### src/rtl/rs_pulse_conditioner_pkg.sv
// Shared types and helpers for the RS trigger pulse conditioner.
// Holds the FSM state encoding, the drop counter width and a saturating adder.
package rs_pulse_conditioner_pkg;

    typedef enum logic [1:0] {
        IDLE  = 2'd0,
        SET_P = 2'd1,
        RST_P = 2'd2
    } state_t;

    localparam int DROP_CNT_W = 8;

    // Adds 0..2 dropped requests and clamps at all-ones instead of wrapping.
    function automatic logic [DROP_CNT_W-1:0] sat_add(input logic [DROP_CNT_W-1:0] a,
                                                      input logic [1:0] inc);
        logic [DROP_CNT_W:0] sum;
        sum = {1'b0, a} + {{(DROP_CNT_W-1){1'b0}}, inc};
        return sum[DROP_CNT_W] ? '1 : sum[DROP_CNT_W-1:0];
    endfunction

endpackage

### src/rtl/rs_debounce_channel.sv
// One request line: 2-flop synchroniser, stable-sample debouncer and rising-edge detector.
module rs_debounce_channel #(
    parameter int DEBOUNCE_CYCLES = 4
) (
    input  logic clk,
    input  logic rst,
    input  logic din,
    output logic lvl,
    output logic rise
);

    localparam int CW = $clog2(DEBOUNCE_CYCLES > 2 ? DEBOUNCE_CYCLES : 2);
    localparam logic [CW-1:0] CNT_MAX = CW'(DEBOUNCE_CYCLES - 1);

    logic          sync1;
    logic          sync2;
    logic          lvl_d;
    logic [CW-1:0] cnt;

    // The level only follows sync2 after it has differed for DEBOUNCE_CYCLES samples in a row.
    always_ff @(posedge clk or posedge rst) begin
        if (rst) begin
            sync1 <= 1'b0;
            sync2 <= 1'b0;
            lvl   <= 1'b0;
            lvl_d <= 1'b0;
            cnt   <= '0;
        end else begin
            sync1 <= din;
            sync2 <= sync1;
            lvl_d <= lvl;
            if (sync2 != lvl) begin
                if (cnt == CNT_MAX) begin
                    lvl <= sync2;
                    cnt <= '0;
                end else begin
                    cnt <= cnt + CW'(1);
                end
            end else begin
                cnt <= '0;
            end
        end
    end

    assign rise = lvl & ~lvl_d;

endmodule

### src/rtl/rs_pulse_conditioner.sv
// Turns two raw bouncy request lines into clean, mutually exclusive one-shot S/R pulses.
module rs_pulse_conditioner
    import rs_pulse_conditioner_pkg::*;
#(
    parameter int DEBOUNCE_CYCLES = 4,
    parameter int PULSE_LEN       = 1,
    parameter bit RST_PRIORITY    = 1'b1
) (
    input  logic                  clk,
    input  logic                  rst,
    input  logic                  set_in,
    input  logic                  reset_in,
    output logic                  S,
    output logic                  R,
    output logic                  busy,
    output logic [DROP_CNT_W-1:0] drop_cnt
);

    localparam int PW = $clog2(PULSE_LEN > 2 ? PULSE_LEN : 2);
    localparam logic [PW-1:0] PLEN_MAX = PW'(PULSE_LEN - 1);

    logic   set_lvl;
    logic   set_rise;
    logic   rst_lvl;
    logic   rst_rise;
    state_t state;
    logic [PW-1:0] plen;

    rs_debounce_channel #(.DEBOUNCE_CYCLES(DEBOUNCE_CYCLES)) u_set_chan (
        .clk  (clk),
        .rst  (rst),
        .din  (set_in),
        .lvl  (set_lvl),
        .rise (set_rise)
    );

    rs_debounce_channel #(.DEBOUNCE_CYCLES(DEBOUNCE_CYCLES)) u_rst_chan (
        .clk  (clk),
        .rst  (rst),
        .din  (reset_in),
        .lvl  (rst_lvl),
        .rise (rst_rise)
    );

    // Outputs are loaded together with the next state so S/R appear the cycle the state is entered.
    always_ff @(posedge clk or posedge rst) begin
        if (rst) begin
            state    <= IDLE;
            plen     <= '0;
            S        <= 1'b0;
            R        <= 1'b0;
            busy     <= 1'b0;
            drop_cnt <= '0;
        end else begin
            case (state)
                IDLE: begin
                    plen <= '0;
                    if (set_rise && rst_rise) begin
                        drop_cnt <= sat_add(drop_cnt, 2'd1);
                        if (RST_PRIORITY) begin
                            state <= RST_P;
                            R     <= 1'b1;
                            busy  <= 1'b1;
                        end
                    end else if (set_rise) begin
                        state <= SET_P;
                        S     <= 1'b1;
                        busy  <= 1'b1;
                    end else if (rst_rise) begin
                        state <= RST_P;
                        R     <= 1'b1;
                        busy  <= 1'b1;
                    end
                end
                SET_P, RST_P: begin
                    // Requests arriving mid-pulse are discarded rather than queued.
                    drop_cnt <= sat_add(drop_cnt, {1'b0, set_rise} + {1'b0, rst_rise});
                    if (plen == PLEN_MAX) begin
                        state <= IDLE;
                        plen  <= '0;
                        S     <= 1'b0;
                        R     <= 1'b0;
                        busy  <= 1'b0;
                    end else begin
                        plen <= plen + PW'(1);
                    end
                end
                default: begin
                    state <= IDLE;
                    plen  <= '0;
                    S     <= 1'b0;
                    R     <= 1'b0;
                    busy  <= 1'b0;
                end
            endcase
        end
    end

endmodule

### config.mk
export PLATFORM = sky130hd
export DESIGN_NAME = rs_pulse_conditioner
export DESIGN_NICKNAME = d
export VERILOG_FILES = /design/src/rtl/rs_pulse_conditioner_pkg.sv /design/src/rtl/rs_debounce_channel.sv /design/src/rtl/rs_pulse_conditioner.sv
export SDC_FILE = /design/constraint.sdc
export NUM_CORES = 1
export LEC_CHECK = 0
export CAP_MARGIN = 20
export CORE_ASPECT_RATIO = 1.75
export CORE_UTILIZATION = 35
export DETAILED_ROUTE_END_ITERATION = 10
export PLACE_DENSITY = 0.61
export SKIP_LAST_GASP = 1
export SLEW_MARGIN = 30
export SYNTH_ARGS = -nofsm -noshare
export SYNTH_HDL_FRONTEND = slang
export SYNTH_SLANG_ARGS = --single-unit
### constraint.sdc
create_clock -name clk -period 2.8 [get_ports clk]
set_input_delay 0.28 -clock clk [delete_from_list [all_inputs] [get_ports clk]]
set_output_delay 0.28 -clock clk [all_outputs]
set_load 0.02 [all_outputs]
==> results of run 1 <==
[final cells by class]
class	count	area [um2]	share of cell area
clock buffers	4	45.0	0.0306
inverters	7	26.3	0.0179
multi-input cells	87	578	0.393
flip-flops and latches	25	626	0.425
well taps	45	56.3	0.0383
repair buffers	14	140	0.0952
[synth_stat cells, types with 2 or more instances]
library cell,n
sky130_fd_sc_hd__nor3_1,5
sky130_fd_sc_hd__nand2_1,10
sky130_fd_sc_hd__xnor2_1,3
sky130_fd_sc_hd__buf_4,2
sky130_fd_sc_hd__a21oi_1,4
sky130_fd_sc_hd__nor2_1,13
sky130_fd_sc_hd__o21ai_0,5
sky130_fd_sc_hd__dfrtp_1,25
sky130_fd_sc_hd__and3_1,6
sky130_fd_sc_hd__ha_1,6
sky130_fd_sc_hd__inv_1,7
sky130_fd_sc_hd__nand3_1,4
sky130_fd_sc_hd__and2b_1,2
sky130_fd_sc_hd__nor2b_1,3
sky130_fd_sc_hd__or4_1,2
sky130_fd_sc_hd__a31oi_1,4
sky130_fd_sc_hd__buf_2,3
sky130_fd_sc_hd__mux2i_1,2
sky130_fd_sc_hd__nand2b_1,3
sky130_fd_sc_hd__mux2_2,2
[power breakdown]
part | switching (mW) | internal [mW]
Clock | 0.110 | 0.102
Combinational | 0.378 | 0.308
Sequential | 0.112 | 0.475
[routing by layer]
metal  up-vias  GRT usage  routed length, um
met3         5     0.0220                 51
met4         0     0.0971                 58
met2        14      0.263               1260
met1       468      0.136                883
li1        458          -                  -
met5         -          0                  0
[registers in the layout (all words and copies together) (netlist names)]
register	cells
S	1
u_set_chan.sync1	1
u_rst_chan.sync1	1
u_rst_chan.sync2	1
u_rst_chan.cnt	2
drop_cnt	8
u_set_chan.sync2	1
busy	1
u_set_chan.lvl	1
state	2
u_set_chan.cnt	2
R	1
u_rst_chan.lvl_d	1
u_set_chan.lvl_d	1
u_rst_chan.lvl	1
[cells by family (layout without fill, tap and decap cells)]
group,after synthesis,count (layout),synth area share
simple gates,52,52,0.213
flops,25,25,0.495
compound gates,21,21,0.122
buf+inv,13,25,0.0475
fa+ha+maj,6,6,0.0594
mux,5,5,0.0426
xor+xnor,3,3,0.0208
[worst max-delay path by stage]
stage / startpoint / end / slack [ps] / cells after the start
after floorplan: drop_cnt[0] / drop_cnt[6] / 600 / 9
after global placement: u_set_chan.lvl_d / drop_cnt[6] / 570 / 9
after detailed placement: u_set_chan.lvl_d / drop_cnt[6] / 520 / 9
after CTS: u_set_chan.lvl_d / drop_cnt[6] / 480 / 9
after global routing: u_set_chan.lvl / drop_cnt[6] / 350 / 9
final: u_set_chan.lvl_d / drop_cnt[6] / 480 / 9
==> impl_metrics.toml, run 1 <==
[outcome]
outcome = "finished, final reports clean"

[clock_tree]
post-cts-setup-buffers = 0
cts-resized-gates = 0
cts_hold_buffers = 0
path_clk_slew_ps = 90
cts_htree_levels = 1
cts_root_buffer = "sky130_fd_sc_hd__clkbuf_8"
insertion_delay_ps = 270
cts_max_path_buffers = 2
numCtsBuffers = 3
cts.sinks = 25
cts_tree = "yes"

[detailed_routing]
remaining_drc_errors = 0
wire_per_inst_um = 12.4
vias = 945
detailedRoute.firstIterationViolations = 27
postRouteAntennaNets = 0
drt-total-wl_um = 2250
drt-vias-per-instance = 5.19
drt_first_pass_iters = 4

[logic_synthesis]
synth.avg_cell_area_um2 = 10.1
synthesis.instances = 125
post-synth-top-area-cell = "sky130_fd_sc_hd__dfrtp_1"
synth_ff_type = "sky130_fd_sc_hd__dfrtp_1"
asyncSetResetFlopFracSynth = 1.00
share_of_the_yosys_chip_area_belonging_to_registers = 0.495
ys.warnings.count = 0
cell_area_after_technology_mapping_um2 = 1260
yosys.area.top_type_share = 0.495
yosys.cell_types.count = 34
synth_seq_cells = 25
syn-num-nets = 135
synth-edff-count = 0
synth_top_area_cells = "sky130_fd_sc_hd__dfrtp_1 (50%), sky130_fd_sc_hd__ha_1 (5.9%), sky130_fd_sc_hd__nor2_1 (3.9%)"

[critical_path]
critical-path-slowest-cell = "sky130_fd_sc_hd__dfrtp_1"
slowest_delay_ps = 370
critical_path.most_common_cell = "sky130_fd_sc_hd__ha_1"
worstPathArrival_ps = 2480
worstRegToRegCells = 9
list_of_cells_traversed_by_the_critical_path = "nand2b_1 -> xnor2_1 -> ha_1 -> a21o_1 -> ha_1 -> mux2i_1 -> nor2_1 -> and3_1 -> mux2_1"
critical_path_peak_fanout = 5
worstReg2RegStart = "u_set_chan.lvl_d"
regToRegEndpoint = "drop_cnt[6]"
path_buf_inv = 0
critical-path-top-delay-family = "simple AND/OR/NAND/NOR gates"
cp-start-kind = "register"
r2r_slack_ps = 480
critPathKind = "register to register"
cp-end-kind = "register"
worstPathRequired_ps = 2960

[sta]
layout_setup_ws_ps = 481
fin_hold_ws_ps = 353
final_sum_of_negative_setup_slack_ps = 0
timing_max_transition_violations_final = 0
rsz0062_at_grt = "false"
relSlewSlack = 0.649
setup_viol = 0
final_hold_violations = 0
worst_margin_pin_slew_ps = 526
period_share = 0.828
finClkSkew_ps = 8.12
max_freq_mhz = 431
time_the_final_worst_path_needs_with_i_o_delays_and_setup_ps = 2320

[worst_hold_path]
holdCritStartpoint = "u_rst_chan.sync1"
hold_path.class = "register to register"
hold_path_stages = 0
holdPathEnd = "u_rst_chan.sync2"

[global_routing]
grt_pass1_vias = 957
groute.usage.overall = 0.144
grt_antenna_before_repair = 0
grt_start_max_net_pins = 26
overflow = 0
grt_pass1_wl_um = 3930

[placement]
post_dp_cell_area_um2 = 1430
placement.setup.worst_slack_ps = 518
post-dp-hpwl_um = 1670
placedCellCount = 178
gp_routability_congestion = 0.890
number_of_port_buffers = 14

[finish]
area.growth.synth_to_final_pct = 16.4
drive_gt1_frac = 0.0584
finish.instance_area_um2 = 1470
layout_commonest_cell = "sky130_fd_sc_hd__dfrtp_1"
fin_nets = 148
n_antenna_cell = 0
most-common-layout-cells = "sky130_fd_sc_hd__dfrtp_1 (25), sky130_fd_sc_hd__clkdlybuf4s50_1 (14), sky130_fd_sc_hd__nor2_1 (13), sky130_fd_sc_hd__nand2_1 (10)"
post_layout_nonfiller_instances = 182
layout.core_utilization = 0.433
filler_cell_count = 340

[power_and_ir_drop]
power.density_cell_area_nw_per_um2 = 1010
post-layout-total-power_mw = 1.48
power_leakage_nw = 0.643
ir_drop_mv = 0.450

[run]
max_cap_viol_count = 0

[die]
effective_utilization_at_floorplan = 0.372
die_height_um = 81.5
die_area_um2 = 3860
top_level_ports = 15
rows = 28
placeableCoreArea_um2 = 3400
die_width_um = 47.4
(Power assumes the default switching activity.)
==> inputs of run 2 (changes only) <==
==> constraint.sdc (replaced) <==
create_clock -name clk -period 2.4 [get_ports clk]
set_input_delay 0.24 -clock clk [delete_from_list [all_inputs] [get_ports clk]]
set_output_delay 0.24 -clock clk [all_outputs]
set_load 0.02 [all_outputs]
==> run 2 against run 1 <==
  * Clock skew decreased by 4.3 ps
  * Highest routed layer unchanged
  * Critical path type unchanged
  * Die area unchanged
  * Via count increased by 0.95%
==> impl_metrics.toml, run 2 (synthesis gave the netlist of run 1 again) <==
[sta]
final_sum_of_negative_setup_slack_ps = 0
period_share = 0.928
relSlewSlack = 0.753
setup_viol = 0
finClkSkew_ps = 3.78
max_freq_mhz = 449
timing_max_transition_violations_final = 0
final_hold_violations = 0
worst_margin_pin_slew_ps = 371
time_the_final_worst_path_needs_with_i_o_delays_and_setup_ps = 2230
rsz0062_at_grt = "false"
fin_hold_ws_ps = 298

[die]
die_area_um2 = 3860
die_width_um = 47.4
effective_utilization_at_floorplan = 0.372
die_height_um = 81.5
rows = 28
top_level_ports = 15
placeableCoreArea_um2 = 3400

[clock_tree]
numCtsBuffers = 3
cts_max_path_buffers = 2
insertion_delay_ps = 270
cts.sinks = 25
cts_tree = "yes"
post-cts-setup-buffers = 0
path_clk_slew_ps = 90
cts-resized-gates = 0
cts_hold_buffers = 0
cts_htree_levels = 1
cts_root_buffer = "sky130_fd_sc_hd__clkbuf_8"

[detailed_routing]
detailedRoute.firstIterationViolations = 15
drt-total-wl_um = 2330
wire_per_inst_um = 12.5
remaining_drc_errors = 0
postRouteAntennaNets = 0
drt_first_pass_iters = 4
vias = 954
drt-vias-per-instance = 5.13

[critical_path]
list_of_cells_traversed_by_the_critical_path = "nand2b_1 -> xnor2_1 -> ha_1 -> a21o_1 -> ha_1 -> mux2i_1 -> nor2_1 -> and3_1 -> mux2_1"
critical-path-slowest-cell = "sky130_fd_sc_hd__dfrtp_1"
critical_path.most_common_cell = "sky130_fd_sc_hd__ha_1"
critPathKind = "register to register"
slowest_delay_ps = 370
critical_path_peak_fanout = 4
cp-end-kind = "register"
cp-start-kind = "register"
worstPathRequired_ps = 2560
worstPathArrival_ps = 2380

[finish]
most-common-layout-cells = "sky130_fd_sc_hd__dfrtp_1 (25), sky130_fd_sc_hd__clkdlybuf4s50_1 (14), sky130_fd_sc_hd__nor2_1 (13), sky130_fd_sc_hd__nand2_1 (10), sky130_fd_sc_hd__inv_1 (7)"
area.growth.synth_to_final_pct = 19.1
number_of_flip_flops_in_the_largest_register = 8
multiInputGateArea_um2 = 578
top_reg_by_flops = "drop_cnt"
filler_cell_count = 335
drive_gt1_frac = 0.0851
layout_commonest_cell = "sky130_fd_sc_hd__dfrtp_1"
register_area_um2 = 626
n_antenna_cell = 0
fin_nets = 152
finish.instance_area_um2 = 1510

[power_and_ir_drop]
share_clk_of_total_power = 0.143
ir_drop_mv = 0.604
power.combinational.fraction = 0.481
power_switching_mw = 0.722
power.internal_mw = 1.06
power.share.switching = 0.405
power_leakage_nw = 0.663
power.density_cell_area_nw_per_um2 = 1190
seqPwrFrac = 0.376

[outcome]
outcome = "finished, final reports clean"

[global_routing]
grt_pass1_vias = 971
grt_pass1_wl_um = 4110
grt_antenna_before_repair = 0
overflow = 0
groute.usage.overall = 0.147
grt_start_max_net_pins = 26

[worst_hold_path]
hold_path.class = "input pin to asynchronous set/reset pin"

[placement]
post-dp-hpwl_um = 1780
gp_routability_congestion = 0.889
post_dp_cell_area_um2 = 1460
number_of_port_buffers = 14

[run]
max_cap_viol_count = 0
## run 2: changes by cell type in the layout (fill, tap and decap cells not counted), sizes merged
cell / change
clkinvlp: +1
buf: +4
clkbuf: -1
## run 2: layout make-up
type	instances	area share
Clock buffer	3	0.0274
Clock inverter	1	0.00499
Tap cell	45	0.0374
Timing Repair Buffer	18	0.113
Inverter	7	0.0175
Sequential cell	25	0.416
Multi-Input combinational cell	87	0.384
## run 2: critical path: cells and delay by family (launching register included)
kind / cells / cell delay [ps]
fa+ha+maj: 2 / 450
compound gates: 1 / 180
xor+xnor: 1 / 140
flops: 1 / 370
mux: 2 / 500
simple gates: 3 / 470
## run 2: through the flow
| step | utilization | power, mW | setup WS (ps) | std cells |
|---|---|---|---|---|
| CTS | 0.443 | 1.81 | 173 | 186 |
| global placement | 0.429 | 1.52 | 257 | 182 |
| global route | 0.443 | 1.95 | 64.2 | 186 |
| finish | 0.443 | 1.79 | 173 | 186 |
| floorplan | - | 1.28 | 197 | 125 |
| detailed placement | 0.429 | 1.55 | 185 | 182 |
## run 2: layer usage
layer | routed length (um) | GRT usage | vias to the layer above | part of all wire
met2 | 1260 | 0.249 | 22 | 0.54
li1 | - | - | 464 | -
met5 | 0 | 0 | - | 0
met1 | 913 | 0.162 | 459 | 0.39
met3 | 67 | 0.0154 | 9 | 0.029
met4 | 85 | 0.100 | 0 | 0.037
## run 2: final timing paths
check                                        end  slack [ps]  cells past startpoint             start
min in group clk                u_rst_chan.sync2         360                      0  u_rst_chan.sync1
worst min-delay path                 drop_cnt[1]         300                      3               rst
max in group asynchronous               state[0]        1860                      3               rst
worst max register to register       drop_cnt[6]         170                      9  u_set_chan.lvl_d
worst max-delay path                 drop_cnt[6]         170                      9  u_set_chan.lvl_d
worst min register to register  u_rst_chan.sync2         360                      0  u_rst_chan.sync1
## run 2: power groups by stage
stage,clock (mW),sequential [mW],combinational [mW]
3_3_place_gp,0,0.674,0.849
3_5_place_dp,0,0.682,0.870
5_1_grt,0.284,0.694,0.971
6_report,0.255,0.672,0.858
2_1_floorplan,0,0.719,0.557
4_1_cts,0.265,0.672,0.873
